<file path="config.mk">
export PLATFORM = sky130hd
export DESIGN_NAME = mac_row_array
export DESIGN_NICKNAME = d
export VERILOG_FILES = /design/src/rtl/mac_row_array.sv
export SDC_FILE = /design/constraint.sdc
export NUM_CORES = 1
export LEC_CHECK = 0
export CAP_MARGIN = 40
export CORE_MARGIN = 3
export CORE_UTILIZATION = 61
export CTS_CLUSTER_SIZE = 25
export DETAILED_ROUTE_END_ITERATION = 7
export HOLD_SLACK_MARGIN = 0.08
export PLACE_DENSITY = 0.81
export SLEW_MARGIN = 20
export SYNTH_ARGS = -nofsm -noshare
export SYNTH_HDL_FRONTEND = slang
export SYNTH_SLANG_ARGS = --single-unit
export TNS_END_PERCENT = 50
</file>
<file path="constraint.sdc">
create_clock -name clk -period 15.3 [get_ports clk]
set_input_delay 1.53 -clock clk [delete_from_list [all_inputs] [get_ports clk]]
set_output_delay 1.53 -clock clk [all_outputs]
set_load 0.01 [all_outputs]
</file>
<file path="src/rtl/mac_row_array.sv">
// mac_row_array
//   A row of NUM_PE multiply-accumulate PEs sharing one streamed B operand.
//   B and the beat enable travel down a one-register-per-PE skew chain, so PE k
//   sees a beat issued in cycle t during cycle t+1+k and accumulates
//   a_lane[k]*b at the end of that cycle. The feeder presents A already skewed.
//
//   Beat handshake: en is a valid-only strobe. A beat is accepted in every
//   cycle where en=1 and clr=0. There is no ready, so the row never stalls the
//   feeder.
//
// Ports
//   clk, rst_n   rising-edge clock, asynchronous active-low reset
//   en           beat valid; b_in is captured when en=1
//   clr          synchronous clear of accumulators, flags and in-flight beats
//   signed_mode  1: two's complement operands and accumulators, 0: unsigned
//   sat_en       1: clamp on overflow, 0: wrap
//   a_in         per-PE A lanes, lane k = a_in[k*DATA_WIDTH +: DATA_WIDTH]
//   b_in         shared B operand
//   c_out        per-PE accumulators, lane k = c_out[k*ACC_WIDTH +: ACC_WIDTH]
//   ovf          sticky overflow flag per PE
//   c_valid      accumulators final and the row has drained
//   b_out/en_out b_in/en delayed NUM_PE cycles, for chaining the next row
module mac_row_array #(
    parameter int DATA_WIDTH = 8,
    parameter int NUM_PE     = 4,
    parameter int ACC_WIDTH  = DATA_WIDTH * 3
) (
    input  logic                           clk,
    input  logic                           rst_n,
    input  logic                           en,
    input  logic                           clr,
    input  logic                           signed_mode,
    input  logic                           sat_en,
    input  logic [NUM_PE*DATA_WIDTH-1:0]   a_in,
    input  logic [DATA_WIDTH-1:0]          b_in,
    output logic [NUM_PE*ACC_WIDTH-1:0]    c_out,
    output logic [NUM_PE-1:0]              ovf,
    output logic                           c_valid,
    output logic [DATA_WIDTH-1:0]          b_out,
    output logic                           en_out
);

    localparam int PW = 2 * DATA_WIDTH;
    localparam int SW = ACC_WIDTH + 1;

    logic [DATA_WIDTH-1:0] b_pipe [NUM_PE];
    logic [NUM_PE-1:0]     en_pipe;
    logic                  have_data;

    // Skew chain. B shifts every cycle; only the enable chain is cleared by clr,
    // which is what drops in-flight beats.
    always_ff @(posedge clk or negedge rst_n) begin
        if (!rst_n) begin
            for (int k = 0; k < NUM_PE; k++) b_pipe[k] <= '0;
            en_pipe <= '0;
        end else begin
            b_pipe[0] <= b_in;
            for (int k = 1; k < NUM_PE; k++) b_pipe[k] <= b_pipe[k-1];
            if (clr) en_pipe <= '0;
            else     en_pipe <= {en_pipe[NUM_PE-2:0], en};
        end
    end

    assign b_out  = b_pipe[NUM_PE-1];
    assign en_out = en_pipe[NUM_PE-1];

    // have_data remembers that at least one PE updated since the last clear,
    // so an idle row after reset/clr never reports a result.
    always_ff @(posedge clk or negedge rst_n) begin
        if (!rst_n) begin
            have_data <= 1'b0;
            c_valid   <= 1'b0;
        end else if (clr) begin
            have_data <= 1'b0;
            c_valid   <= 1'b0;
        end else begin
            if (|en_pipe) have_data <= 1'b1;
            c_valid <= !en && (en_pipe == '0) && have_data;
        end
    end

    for (genvar k = 0; k < NUM_PE; k++) begin : g_pe
        logic [DATA_WIDTH-1:0] a_lane;
        logic signed [PW-1:0]  prod_s;
        logic [PW-1:0]         prod_u;
        logic [SW-1:0]         prod_x;
        logic [SW-1:0]         acc_x;
        logic [SW-1:0]         sum;
        logic [ACC_WIDTH-1:0]  acc;
        logic [ACC_WIDTH-1:0]  acc_nxt;
        logic                  ovf_nxt;
        logic                  ovf_r;

        assign a_lane = a_in[k*DATA_WIDTH +: DATA_WIDTH];
        assign prod_s = PW'($signed(a_lane)) * PW'($signed(b_pipe[k]));
        assign prod_u = PW'(a_lane) * PW'(b_pipe[k]);

        // The sum is one bit wider than the accumulator; the extra bit tells
        // which bound was crossed.
        always_comb begin
            if (signed_mode) begin
                prod_x = SW'(prod_s);
                acc_x  = {acc[ACC_WIDTH-1], acc};
            end else begin
                prod_x = SW'(prod_u);
                acc_x  = {1'b0, acc};
            end
            sum = acc_x + prod_x;

            if (signed_mode) ovf_nxt = sum[SW-1] ^ sum[SW-2];
            else             ovf_nxt = sum[SW-1];

            acc_nxt = sum[ACC_WIDTH-1:0];
            if (ovf_nxt && sat_en) begin
                if (!signed_mode)  acc_nxt = '1;
                else if (sum[SW-1]) acc_nxt = {1'b1, {(ACC_WIDTH-1){1'b0}}};
                else               acc_nxt = {1'b0, {(ACC_WIDTH-1){1'b1}}};
            end
        end

        always_ff @(posedge clk or negedge rst_n) begin
            if (!rst_n) begin
                acc   <= '0;
                ovf_r <= 1'b0;
            end else if (clr) begin
                acc   <= '0;
                ovf_r <= 1'b0;
            end else if (en_pipe[k]) begin
                acc <= acc_nxt;
                if (ovf_nxt) ovf_r <= 1'b1;
            end
        end

        assign c_out[k*ACC_WIDTH +: ACC_WIDTH] = acc;
        assign ovf[k] = ovf_r;
    end

endmodule
</file>
==> metrics.md, run 1 <==
| Metric | Value |
|---|---|
| Critical Path RT | 15650 ps |
| Max-cap violations | 0 |
| IO buf count | 155 |
| Synth Area per Inst | 8.88 µm² |
| RSZ-0062 raised after global routing | no |
| Leakage power | 15.5 nW |
| Power Dens Cells | 173 nW/µm² |
| Commonest cells post-synth | 670 x inv_1, 344 x fa_1, 328 x ha_1, 266 x nand2_1, 150 x and2_1 |
| ANT cells | 0 |
| Top Ports | 156 |
| Outcome | complete, no violations |
| Sequential-to-total area share from yosys stat | 13.0% |
| Router iterations before antenna repair | 8 |
| Largest net degree at the start of global routing | 89 |
| Final hold vios | 0 |
| Worst-Margin Slew | 789 ps |
| Final #Nets | 3826 |
| Remaining DRCs | 0 |
| CP max stage delay | 760 ps |
| Placer congestion estimate | 0.924 |
| Max_slew headroom | 47.2% |
| Fmax | 108 MHz |
| Grt ovf | 0 |
| Cts hold-fix bufs | 0 |
| Setup crit start | a_in[31] |
| Ratio of cells with drive above 1 in the final layout | 3.97% |
| Post-synth EDFFs | 0 |
| Max Slew Vio Count | 0 |
| Area growth syn-to-layout | 10.1% |
| Most frequent cell after synthesis | inv_1 |
| Synth area leader | fa_1 |
| Synth Register Bits | 138 |
| Synth cell types | 88 |
| Warnings from Yosys | 0 |
| Synth top area share | 26.0% |
| CTS tree | built |
| Dominant cells by area after synthesis | fa_1 26%, ha_1 15%, dfrtp_1 13%, inv_1 9.5%, xnor2_1 4.3% |
| DP HPWL | 52.7 mm |
| Routed vias/inst | 5.72 |
| Hold Path Class | register to register |
| Post-synthesis net count | 3704 |
| Peak VDD IR | 0.000102 V |
| Htree depth | 4 |
| Post-synthesis async set-or-reset flop share | 100% |
| Setup bufs post-CTS | 0 |
| Starting DRT DRC Count | 1376 |
| Ys flop type | dfrtp_1 |
| First-pass GRT wire length | 109 mm |
| Synth Cell Area | 26500 µm² |
| Avg WL per Cell | 17.6 µm |
| Die H | 214 µm |
| Clock root buffer | clkbuf_16 |
| Inserted Clock Buffers | 17 |
| Routed wire length | 65.0 mm |
| Starting Density | 62.5% |
| Clock skew | 11.0 ps |
| Worst slack, placed | 5720 ps |
| Core ar. | 42400 µm² |
| CP most frequent cell | fa_1 |
| Critical path's slowest cell | clkdlybuf4s50_1 |
| Initial antenna violation count | 0 |
| Tmin final | 9260 ps |
| CTS clk-pin slew, worst paths | 70 ps |
| Type of the worst setup path | input port to register |
| Die Area | 46000 µm² |
| Number of global-route vias before repair | 22388 |
| Total number of vias | 21161 |
| Final Worst Setup Slack | 6040 ps |
| CP endpoint kind | register |
| Hold Crit Start | g_pe[0].ovf_r$_DFFE_PN0P_ |
| Post-synthesis instance total | 2986 |
| Total GRT Usage | 28.9% |
| Rows | 75 |
| Reg2reg start | b_out[7]$_DFF_PN0_ |
| Crit Path Max Fanout | 19 |
| Final Setup Violations | 0 |
| Setup crit start kind | input port |
| Antenna Nets Post-Route | 0 |
| Skew-Pair Late Insertion Delay | 460 ps |
| Clock sink total | 138 |
| Crit share post-route | 60.5% |
| Die Wd | 214 µm |
| Post-CTS sizing | 0 |
| Worst EP arrival | 9610 ps |
| Setup TNS | 0 ps |
| Max Buffers Root-to-Sink | 2 |
## critical path, delay by kind of cell
family / cells / cell delay, ps
AO/OA/AOI/OAI: 10 / 2740
AND/OR/NAND/NOR: 6 / 1280
XOR/XNOR: 2 / 280
adder cells (fa/ha/maj): 6 / 2580
buffers and inverters: 5 / 1170
## placed cells by master, fill, tap and decap left out, drive strengths merged, types with 6 or more instances in the layout
master | netlist | routed
a211oi | 20 | 20
a21o | 64 | 64
a21oi | 137 | 137
a221o | 25 | 25
a22oi | 55 | 55
a31oi | 11 | 11
and2 | 150 | 150
and3 | 9 | 9
buf | 27 | 16
clkbuf | 39 | 22
clkdlybuf4s50 | 0 | 153
dfrtp | 138 | 138
fa | 344 | 344
ha | 328 | 328
inv | 671 | 671
mux2 | 12 | 12
nand2 | 268 | 268
nand2b | 46 | 46
nand3 | 12 | 12
nand4 | 10 | 10
nor2 | 93 | 93
nor2b | 25 | 25
nor3 | 23 | 23
o211ai | 21 | 21
o21a | 28 | 28
o21ai | 95 | 95
o21bai | 35 | 35
o311ai | 6 | 6
o31a | 7 | 7
o31ai | 9 | 9
or3 | 11 | 11
xnor2 | 132 | 132
xor2 | 65 | 65
## stage by stage
step	std cells	utilization (%)	area [µm²]	hold WS [ps]	power, W
final	3697	68.8	29200	500	0.00504
after global routing	3697	68.8	29200	518	0.00556
after floorplan	2986	-	26500	439	0.00363
after detailed placement	3664	67.3	28500	492	0.00452
after global placement	3660	67.2	28500	490	0.00436
after CTS	3695	68.8	29200	510	0.00502
## sequential cells by signal, indices dropped and copies added, names as in the netlist
signal	cells
en_pipe	4
c_valid	1
b_pipe	24
have_data	1
g_pe.acc	96
g_pe.ovf_r	4
b_out	8
## routing by layer
layer	share of wire (%)	wire length [µm]	GRT usage, %
met2	50	32800	50.7
met1	41	26900	37.0
met5	0	0	0
met4	2.8	1830	9.49
met3	5.4	3480	3.94
## cell type report
| type | count | area, µm² |
|---|---|---|
| Fill cell | 3375 | 13200 |
| Clock inverter | 9 | 139 |
| Tap cell | 577 | 722 |
| Timing Repair Buffer | 169 | 1680 |
| Multi-Input combinational cell | 2111 | 20200 |
| Inverter | 671 | 2520 |
| Clock buffer | 22 | 484 |
| Sequential cell | 138 | 3450 |
## worst paths after layout
kind	depth (start not counted)	to	slack, ps
min in group asynchronous	1	g_pe[0].acc[13]$_DFFE_PN0P_	990
hold / removal	1	g_pe[0].ovf_r$_DFFE_PN0P_	500
setup reg to reg	26	g_pe[3].acc[3]$_DFFE_PN0P_	7170
hold reg to reg	1	g_pe[0].ovf_r$_DFFE_PN0P_	500
setup / recovery	29	g_pe[3].acc[3]$_DFFE_PN0P_	6040
max in group asynchronous	3	b_out[5]$_DFF_PN0_	12950
## where the power goes
group	total [W]	internal (W)	leakage, nW	switching (W)
registers	0.000496	0.000419	1.83	0.0000762
clock network	0.000455	0.000273	0.295	0.000182
logic	0.00409	0.00176	13.4	0.00233
total	0.00504	0.00245	15.5	0.00259
## kinds of logic after synthesis
| kind of cell | count (synthesis) | share of synthesized area [%] |
|---|---|---|
| AO/OA/AOI/OAI | 559 | 15.0 |
| multiplexers | 16 | 0.661 |
| XOR/XNOR | 197 | 6.59 |
| adder cells (fa/ha/maj) | 672 | 41.5 |
| AND/OR/NAND/NOR | 667 | 12.4 |
| flip-flops | 138 | 13.0 |
| buffers and inverters | 737 | 10.8 |
(Power assumes the default switching activity.)
==> inputs of run 2 (changes only) <==
--- a/config.mk
+++ b/config.mk
@@ -7,11 +7,11 @@
 export LEC_CHECK = 0
 export CAP_MARGIN = 40
 export CORE_MARGIN = 3
-export CORE_UTILIZATION = 61
+export CORE_UTILIZATION = 57
 export CTS_CLUSTER_SIZE = 25
 export DETAILED_ROUTE_END_ITERATION = 7
 export HOLD_SLACK_MARGIN = 0.08
-export PLACE_DENSITY = 0.81
+export PLACE_DENSITY = 0.8
 export SLEW_MARGIN = 20
 export SYNTH_ARGS = -nofsm -noshare
 export SYNTH_HDL_FRONTEND = slang
==> constraint.sdc (replaced) <==
create_clock -name clk -period 7.6 [get_ports clk]
set_input_delay 0.76 -clock clk [delete_from_list [all_inputs] [get_ports clk]]
set_output_delay 0.76 -clock clk [all_outputs]
set_load 0.01 [all_outputs]
==> metrics.md, run 2 (synthesis gave the netlist of run 1 again) <==
| Metric | Value |
|---|---|
| Starting Density | 58.0% (-4.5 points) |
| Ratio of cells with drive above 1 in the final layout | 14.5% (+11 points) |
| Grt ovf | 0 (unchanged) |
| Worst EP arrival | 7700 ps (-1910 ps) |
| Final Setup Violations | 0 (unchanged) |
| Placer congestion estimate | 0.987 (+6.8%) |
| Most common cell after layout, fill and taps aside | inv_1 |
| Number of flip-flops in the largest register | 96 (unchanged) |
| Number of global-route vias before repair | 24391 (+8.9%) |
| Inserted Clock Buffers | 17 (unchanged) |
| Max Buffers Root-to-Sink | 2 (unchanged) |
| Largest net degree at the start of global routing | 89 (unchanged) |
| Clock skew | 14.4 ps (+3.40 ps) |
| Critical Path RT | 7940 ps (-7710 ps) |
| CP endpoint kind | register |
| Top reg by flops | g_pe.acc |
| Antenna Nets Post-Route | 0 (unchanged) |
| Top Ports | 156 (unchanged) |
| Register-to-register setup slack | 390 ps (-6780 ps) |
| Final Cell Area | 32100 µm² (+10%) |
| CP most frequent cell | inv_1 |
| Power Dens Cells | 369 nW/µm² (+110%) |
| Router iterations before antenna repair | 5 (-3) |
| Layout fillers | 3324 (-1.5%) |
| Critical path's slowest cell | fa_1 |
| Crit share post-route | 96.9% |
| R2R cell count | 31 (+19%) |
| Remaining DRCs | 0 (unchanged) |
| Die H | 222 µm (+3.4%) |
| Starting DRT DRC Count | 1356 (-1.5%) |
| Skew-Pair Late Insertion Delay | 460 ps (about the same) |
| Fmax | 136 MHz |
| Crit path max-delay family | adder cells |
| Reg-to-reg endpoint | g_pe[2].acc[19]$_DFFE_PN0P_ |
| Clock sink total | 138 (unchanged) |
| First-pass GRT wire length | 117 mm (+6.7%) |
| Setup crit start kind | input port |
| Most frequent cells in the layout | 669 x inv_1, 342 x fa_1, 334 x buf_4 |
| Routed vias/inst | 5.55 (-3.0%) |
| Area growth syn-to-layout | 21.3% |
| Design Power | 0.0119 W (+140%) |
| Cts hold-fix bufs | 0 (unchanged) |
| Setup crit start | a_in[5] |
| Rows | 78 (+4.0%) |
| Leakage power | 17.4 nW (+12%) |
| Outcome | complete, no violations |
| Total GRT Usage | 28.7% (-0.23 points) |
| Die Wd | 222 µm (+3.4%) |
| Total number of vias | 22504 (+6.3%) |
| Worst-Margin Slew | 744 ps (-45.4 ps) |
| Max-cap violations | 0 (unchanged) |
| IO buf count | 155 (unchanged) |
| Placed inst area | 31000 µm² (+8.6%) |
| Crit Path Max Fanout | 12 (-7) |
| Peak VDD IR | 0.000200 V (+97%) |
| Tmin final | 7360 ps |
| DP HPWL | 57.4 mm (+8.8%) |
| Core ar. | 45700 µm² (+7.7%) |
| Buf/Inv on CP | 9 (+4) |
| CP max stage delay | 540 ps (-220 ps) |
| Avg WL per Cell | 17.2 µm (-1.9%) |
| CTS tree | built |
| Reg2reg start | b_pipe[11]$_DFF_PN0_ |
| Final #Nets | 4159 (+8.7%) |
| Hold Path Class | input port to asynchronous set/reset pin |
| Max_slew headroom | 49.9% (+2.7 points) |
| Initial antenna violation count | 1 (+1) |
| CTS clk-pin slew, worst paths | 80 ps (about the same) |
| Final hold vios | 0 (unchanged) |
| Routed wire length | 69.9 mm (+7.6%) |
| Type of the worst setup path | input port to register |
| Clock root buffer | clkbuf_16 |
| Die Area | 49100 µm² (+6.8%) |
| Htree depth | 4 (unchanged) |
| Max Slew Vio Count | 0 (unchanged) |
[run 2: changes by cell type in the layout (fill, tap and decap cells not counted), sizes merged]
cell           delta
buf             +330
clkdlybuf4s50    -22
dlymetal6s2s     +22
clkinvlp          +3
inv               +3
bufinv            -2
a31oi             +1
clkbuf            -1
diode             +1
[run 2: where the power goes]
group | internal, W | switching [W]
logic | 0.00480 | 0.00524
registers | 0.000844 | 0.000151
clock network | 0.000460 | 0.000376
[run 2: worst max-delay path by stage]
stage | cells after the start | end | slack [ps]
2_1_floorplan | 28 | g_pe[2].acc[0]$_DFFE_PN0P_ | 60
3_3_place_gp | 28 | g_pe[2].acc[1]$_DFFE_PN0P_ | -460
3_5_place_dp | 28 | g_pe[2].acc[1]$_DFFE_PN0P_ | -690
4_1_cts | 32 | g_pe[0].acc[19]$_DFFE_PN0P_ | -20
5_1_grt | 34 | g_pe[0].acc[19]$_DFFE_PN0P_ | -50
6_report | 33 | g_pe[0].acc[19]$_DFFE_PN0P_ | 240
[run 2: what timing repair did]
item / CTS / global route
endpoints found under the setup margin: 64 / 100
gates cloned: 1 / 2
pin swaps: 1 / 25
buffers inserted: 0 / 15
resized for setup: 4 / 80
[run 2: cell type report]
class / count / area (µm²) / area share (%)
Multi-Input combinational cell: 2112 / 20500 / 63.8
Timing Repair Buffer: 501 / 4350 / 13.5
Sequential cell: 138 / 3450 / 10.7
Inverter: 671 / 2520 / 7.83
Tap cell: 600 / 751 / 2.34
Clock buffer: 19 / 443 / 1.38
Clock inverter: 13 / 120 / 0.374
Antenna cell: 1 / 2.50 / 0.00778
[run 2: per-stage QoR]
| stage | setup TNS (ps) | worst slack, ps | util [%] | cells | hold WS [ps] |
|---|---|---|---|---|---|
| after floorplan | 0 | 59.5 | - | 2986 | 439 |
| after global placement | -29710 | -465 | 67.8 | 4002 | 476 |
| after detailed placement | -47710 | -685 | 67.9 | 4003 | 475 |
| after CTS | -28.9 | -15.1 | 69.2 | 4036 | 397 |
| after global routing | -300 | -52.1 | 70.4 | 4055 | 106 |
| final | 0 | 236 | 70.4 | 4055 | 111 |
[run 2: metal layers]
layer / track usage [%] / share of wire, % / vias to the layer above
li1: - / - / 10507
met1: 35.6 / 41 / 11197
met2: 51.3 / 51 / 636
met3: 3.84 / 4.6 / 164
met4: 10.1 / 3.2 / 0
met5: 0 / 0 / -
